### src/rtl/adder_pipe_pkg.sv
// Shared types, slice index helpers and configuration checks for the segmented pipelined adder.
package adder_pipe_pkg;

    localparam int unsigned DEF_WIDTH = 32;
    localparam int unsigned DEF_NSEG  = 4;

    typedef struct packed {
        logic valid;
        logic carry;
        logic sub;
    } stage_ctl_t;

    function automatic int unsigned seg_lo(input int unsigned k, input int unsigned segw);
        return k * segw;
    endfunction

    function automatic int unsigned seg_hi(input int unsigned k, input int unsigned segw);
        return (k * segw) + segw - 1;
    endfunction

    // Legal geometry: at least one segment and an integral slice width.
    function automatic bit cfg_ok(input int unsigned width, input int unsigned nseg);
        return (nseg >= 1) && (width >= nseg) && ((width % nseg) == 0);
    endfunction

endpackage

### src/rtl/adder_pipe_seg_if.sv
// Operand/result valid-ready bus of the segmented adder.
// ADDER_PIPE_SUB_EN adds the in_sub select that travels with each operand pair.
interface adder_pipe_seg_if #(
    parameter int unsigned WIDTH = 32
) ();
    logic             in_valid;
    logic             in_ready;
    logic [WIDTH-1:0] in_op0;
    logic [WIDTH-1:0] in_op1;
`ifdef ADDER_PIPE_SUB_EN
    logic             in_sub;
`endif
    logic             out_valid;
    logic             out_ready;
    logic [WIDTH-1:0] out_sum;
    logic             out_cout;

    modport master (
        output in_valid, in_op0, in_op1, out_ready,
`ifdef ADDER_PIPE_SUB_EN
        output in_sub,
`endif
        input  in_ready, out_valid, out_sum, out_cout
    );

    modport slave (
        input  in_valid, in_op0, in_op1, out_ready,
`ifdef ADDER_PIPE_SUB_EN
        input  in_sub,
`endif
        output in_ready, out_valid, out_sum, out_cout
    );
endinterface

### src/rtl/adder_seg_stage.sv
// One carry segment: adds a SEGW-bit slice plus carry-in and registers sum and carry-out.
module adder_seg_stage #(
    parameter int unsigned SEGW = 8
) (
    input  logic            clk,
    input  logic            rst_n,
    input  logic            en,
    input  logic [SEGW-1:0] a,
    input  logic [SEGW-1:0] b,
    input  logic            cin,
    output logic [SEGW-1:0] sum,
    output logic            cout
);
    logic [SEGW:0] total_c;

    assign total_c = {1'b0, a} + {1'b0, b} + (SEGW+1)'(cin);

    always_ff @(posedge clk or negedge rst_n) begin
        if (!rst_n) begin
            sum  <= '0;
            cout <= 1'b0;
        end else if (en) begin
            {cout, sum} <= total_c;
        end
    end
endmodule

### src/rtl/adder_pipe_seg.sv
// Carry-segmented pipelined adder: NSEG slices, one carry hop per stage, valid/ready with global stall.
// ADDER_PIPE_SUB_EN enables per-transfer subtraction (op0 - op1) via the in_sub bus signal.
module adder_pipe_seg
    import adder_pipe_pkg::*;
#(
    parameter int unsigned WIDTH = DEF_WIDTH,
    parameter int unsigned NSEG  = DEF_NSEG
) (
    input logic             clk,
    input logic             rst_n,
    adder_pipe_seg_if.slave bus
);
    localparam int unsigned SEGW = (NSEG == 0) ? WIDTH : WIDTH / NSEG;

    if (!cfg_ok(WIDTH, NSEG)) begin : gen_cfg_err
        $error("adder_pipe_seg: WIDTH=%0d must be a nonzero multiple of NSEG=%0d", WIDTH, NSEG);
    end

    logic                       adv;
    logic [NSEG:0]              valid_q;
    logic                       cin_q;
    logic [NSEG-1:0][WIDTH-1:0] a_q;
    logic [NSEG-1:0][WIDTH-1:0] b_q;
    logic [NSEG:1][WIDTH-1:0]   s_q;
    logic [NSEG:0][WIDTH-1:0]   done;
    logic [NSEG:1][SEGW-1:0]    seg_sum;
    logic [NSEG:1]              seg_cout;
    logic [NSEG:1]              seg_cin;

    // Whole pipe moves together; it only stalls when a finished result is refused.
    assign adv           = !valid_q[NSEG] || bus.out_ready;
    assign bus.in_ready  = adv;
    assign bus.out_valid = valid_q[NSEG];
    assign bus.out_sum   = done[NSEG];
    assign bus.out_cout  = seg_cout[NSEG];

    // Operand capture, operand skew buffers, completed-slice buffers and valid chain.
    always_ff @(posedge clk or negedge rst_n) begin
        if (!rst_n) begin
            valid_q <= '0;
            cin_q   <= 1'b0;
            a_q     <= '0;
            b_q     <= '0;
            s_q     <= '0;
        end else if (adv) begin
            valid_q <= {valid_q[NSEG-1:0], bus.in_valid};
            a_q[0]  <= bus.in_op0;
`ifdef ADDER_PIPE_SUB_EN
            b_q[0]  <= bus.in_sub ? ~bus.in_op1 : bus.in_op1;
            cin_q   <= bus.in_sub;
`else
            b_q[0]  <= bus.in_op1;
            cin_q   <= 1'b0;
`endif
            for (int k = 1; k < int'(NSEG); k++) begin
                a_q[k] <= a_q[k-1];
                b_q[k] <= b_q[k-1];
            end
            for (int k = 1; k <= int'(NSEG); k++) begin
                s_q[k] <= done[k-1];
            end
        end
    end

    assign done[0] = '0;

    for (genvar k = 1; k <= NSEG; k++) begin : gen_stage
        localparam int unsigned LO = seg_lo(k - 1, SEGW);

        if (k == 1) begin : gen_cin_first
            assign seg_cin[k] = cin_q;
        end else begin : gen_cin_chain
            assign seg_cin[k] = seg_cout[k-1];
        end

        adder_seg_stage #(.SEGW(SEGW)) u_stage (
            .clk  (clk),
            .rst_n(rst_n),
            .en   (adv),
            .a    (a_q[k-1][LO +: SEGW]),
            .b    (b_q[k-1][LO +: SEGW]),
            .cin  (seg_cin[k]),
            .sum  (seg_sum[k]),
            .cout (seg_cout[k])
        );

        // Stage k view of the sum: slice k-1 fresh from the adder, others from the skew buffer.
        for (genvar j = 0; j < NSEG; j++) begin : gen_slice
            localparam int unsigned JLO = seg_lo(j, SEGW);
            localparam int unsigned JHI = seg_hi(j, SEGW);
            if (j == k - 1) begin : gen_new
                assign done[k][JHI:JLO] = seg_sum[k];
            end else begin : gen_old
                assign done[k][JHI:JLO] = s_q[k][JHI:JLO];
            end
        end
    end
endmodule
### src/flat_wrapper.sv
// flat-port wrapper written by rule: the top's interface ports become plain ports
module adder_pipe_seg_flat import adder_pipe_pkg::*;
#(
    parameter int unsigned WIDTH = DEF_WIDTH,
    parameter int unsigned NSEG  = DEF_NSEG
)
  (clk, rst_n, bus_in_valid, bus_in_op0, bus_in_op1, bus_out_ready, bus_in_ready, bus_out_valid, bus_out_sum, bus_out_cout);
  adder_pipe_seg_if #(.WIDTH(WIDTH)) bus_i ();
  input logic clk;
  input logic rst_n;
  input wire logic [$bits(bus_i.in_valid)-1:0] bus_in_valid;
  input wire logic [$bits(bus_i.in_op0)-1:0] bus_in_op0;
  input wire logic [$bits(bus_i.in_op1)-1:0] bus_in_op1;
  input wire logic [$bits(bus_i.out_ready)-1:0] bus_out_ready;
  output wire logic [$bits(bus_i.in_ready)-1:0] bus_in_ready;
  output wire logic [$bits(bus_i.out_valid)-1:0] bus_out_valid;
  output wire logic [$bits(bus_i.out_sum)-1:0] bus_out_sum;
  output wire logic [$bits(bus_i.out_cout)-1:0] bus_out_cout;
  assign bus_i.in_valid = bus_in_valid;
  assign bus_i.in_op0 = bus_in_op0;
  assign bus_i.in_op1 = bus_in_op1;
  assign bus_i.out_ready = bus_out_ready;
  assign bus_in_ready = bus_i.in_ready;
  assign bus_out_valid = bus_i.out_valid;
  assign bus_out_sum = bus_i.out_sum;
  assign bus_out_cout = bus_i.out_cout;
  adder_pipe_seg #(.WIDTH(WIDTH), .NSEG(NSEG)) u_core (.clk(clk), .rst_n(rst_n), .bus(bus_i));
endmodule
### config.mk
export PLATFORM = sky130hd
export DESIGN_NAME = adder_pipe_seg_flat
export DESIGN_NICKNAME = d
export VERILOG_FILES = /design/src/rtl/adder_pipe_pkg.sv /design/src/rtl/adder_pipe_seg_if.sv /design/src/rtl/adder_seg_stage.sv /design/src/rtl/adder_pipe_seg.sv /design/src/flat_wrapper.sv
export SDC_FILE = /design/constraint.sdc
export NUM_CORES = 1
export LEC_CHECK = 0
export ABC_CLOCK_PERIOD_IN_PS = 4550
export CAP_MARGIN = 20
export CORE_MARGIN = 5
export CORE_UTILIZATION = 62
export CTS_CLUSTER_DIAMETER = 60
export DETAILED_ROUTE_END_ITERATION = 12
export PLACE_DENSITY = 0.94
export SYNTH_ARGS = -nofsm -noshare
export SYNTH_HDL_FRONTEND = slang
export SYNTH_SLANG_ARGS = --single-unit
export TNS_END_PERCENT = 1
### constraint.sdc
create_clock -name clk -period 4.55 [get_ports clk]
set_input_delay 0.91 -clock clk [delete_from_list [all_inputs] [get_ports clk]]
set_output_delay 0.91 -clock clk [all_outputs]
set_load 0.005 [all_outputs]
==> flow_summary.toml <==
[run_status]
status = "completed"

[yosys]
synth_area_sq_um = 10800
syn_area_per_cell_sq_um = 8.94
synth_top_area_share_pct = 57.7
syn_nets = 1312
ys_seq_elements = 249
yosys-top-cells-area = "dfrtp_1 (58%), nand2_1 (24%), buf_4 (3.8%)"
ys_seq_area_share_pct = 57.7
synthCells = 1208
synth_warnings = 0
synth_cell_types = 30
yosys.area.top_type = "dfrtp_1"

[setup_path]
cp.buffers_inverters = 3
critPathKind = "in2out"
worstPathRequired_ns = 3.64
crit_fanout = 2
critPathArrivalTime_ns = 2.13
cp_slowest_cell = "clkdlybuf4s50_1"
startpoint_type = "input pin"
r2r-start = "u_core.b_q[80]"
crit_top_cell = "clkdlybuf4s50_1"
crit_family = "buffers and inverters"
crit_path_end_kind = "primary output"
cpPeakStageDelay_ns = 0.45
rrSetupSlack_ns = 2.10
reg2reg_to = "u_core.gen_stage[3].u_stage.sum[6]"
path_cells = "clkdlybuf4s50_1 -> nor2b_4 -> inv_6 -> clkdlybuf4s50_1"
reg2reg_depth = 7

[final_layout]
final_common_cell = "nand2_1"
layout-drive-gt1-share_pct = 4.72
regArea_sq_um = 6230
diodes = 0
final_cell_mix = "nand2_1 (691), dfrtp_1 (249), clkdlybuf4s50_1 (101), ha_1 (29), clkbuf_16 (25)"
area_growth_pct = 15.3
n_fill_cell = 1136
multi_input_area_sq_um = 3970
nNetsFinal = 1359
fin_area_sq_um = 12500

[floorplan]
die_h_um = 142
placementRows = 48
start_util_pct = 62.9
core_sq_um = 17200
dieArea_sq_um = 20200
die_w_um = 142
io_pins = 103

[global_routing]
grt_overflow = 0
grt_pass1_vias = 7916
groute.usage.overall_pct = 22.7
grt_pass1_wl_um = 38100
grt_max_degree = 268
antenna_found_initial = 0

[route]
wl_um = 22500
drc = 0
dr_total_vias = 7998
dr.pass1.iters = 5
wl_per_cell_um = 15.1
avgViaCountPerCell = 5.34
drtAntennaViolNets = 0
drt_iter0_markers = 926

[clocking]
cts-root-buf = "clkbuf_16"
clk_latency_ns = 0.52
cts.repair.resized = 0
cts.clk_slew.worst_paths_ns = 0.06
cts_sinks = 249
post_cts_buffers = 0
cts_tree = "yes"
htreeDepth = 1
ctsHoldBuffers = 0
numCtsBuffers = 25
cts_buffer_depth = 3

[sta]
worst_pin_slew_ns = 1.17
drv_slew = 0
fmax_mhz = 329
finalHoldViolCount = 0
skew_ns = 0.0145
layout_setup_ws_ns = 1.51
slew_headroom_pct = 21.9
setup_violations = 0
rsz0062_at_grt = "no"
setup_tns_ns = 0
holdWs_ns = 0.415
min_period_ns = 3.04
finalCritPeriodShare_pct = 66.9

[placed_design]
gp_congestion = 0.797
port_buffers = 102
place_ws_ns = 1.50
dp_hpwl_um = 13400
placed_cell_area_sq_um = 11600

[flow_run]
cap_violations = 0

[pwr]
total_power_mw = 9.19
power_density_nw_per_um2 = 738
irDropWorstVdd_mv = 0.779
p_leak_nw = 6.40

[hold_path]
hold_class = "in2async"
-- final cells by class --
type | instances | area share, %
well taps | 225 | 2.26
repair buffers | 107 | 8.84
clock buffers | 32 | 5.56
inverters | 7 | 0.251
multi-input cells | 865 | 31.9
clock inverters | 12 | 1.14
flip-flops and latches | 249 | 50.0
-- worst max-delay path by stage --
| stage | slack (ns) | cells after the start | endpoint | startpoint |
|---|---|---|---|---|
| finish | 1.51 | 4 | bus_in_ready | bus_out_ready |
| global route | 1.45 | 4 | bus_in_ready | bus_out_ready |
| CTS | 1.49 | 4 | bus_in_ready | bus_out_ready |
| detailed placement | 1.50 | 4 | bus_in_ready | bus_out_ready |
| global placement | 1.50 | 4 | bus_in_ready | bus_out_ready |
| floorplan | 2.30 | 4 | bus_in_ready | bus_out_ready |
-- synthesized netlist by cell type --
cell / number
o21a_1: 1
ha_1: 29
clkbuf_1: 2
o211ai_1: 6
nor2b_1: 4
a21oi_2: 5
a211oi_1: 4
inv_1: 6
nor2_1: 10
a21oi_1: 12
buf_4: 54
inv_4: 1
or3_1: 3
xor2_1: 12
a211oi_2: 4
o21ai_0: 14
o211ai_2: 1
nor3_1: 16
nand2_1: 691
buf_6: 1
a21o_1: 4
o21bai_1: 4
nor3_2: 1
xnor2_1: 5
a31oi_1: 4
buf_2: 30
o21ai_1: 24
fa_1: 7
nand2b_1: 4
dfrtp_1: 249
-- state kept, by name, indices dropped and copies added (netlist names) --
signal,count
u_core.a_q,80
u_core.done,24
u_core.gen_stage.u_stage.sum,32
u_core.bus.out_sum,24
u_core.gen_stage.u_stage.cout,4
u_core.b_q,80
u_core.valid_q,5
-- report_power, final --
group          switching, mW  internal [mW]
sequential             0.597           3.18
combinational           1.94           1.40
clock                  0.827           1.24
-- worst reg2reg max path: cells and delay by family, from the launching register on --
kind | cells | cell delay [ns]
compound gates | 4 | 0.71
flops | 1 | 0.42
xor+xnor | 1 | 0.17
fa+ha+maj | 2 | 0.99
-- cell families (layout without fill, tap and decap cells) --
family	after synthesis	in the layout	share of synthesized area, %
simple gates	729	729	25.8
fa+ha+maj	36	36	4.66
flops	249	249	57.7
compound gates	83	83	4.85
xor+xnor	17	17	1.38
buf+inv	94	158	5.58
-- metrics by stage --
stage / cells / utilization [%]
finish: 1497 / 72.5
global route: 1497 / 72.5
CTS: 1497 / 72.5
detailed placement: 1453 / 67.6
global placement: 1453 / 67.6
floorplan: 1208 / -
-- routing by layer --
layer | vias to the layer above | global-route usage (%) | routed length (um)
li1 | 3829 | - | -
met1 | 3849 | 32.9 | 9820
met2 | 269 | 36.2 | 10700
met3 | 51 | 3.49 | 1480
met4 | 0 | 6.67 | 530
met5 | - | 0 | 0
Power figures use the tool's default switching activity.
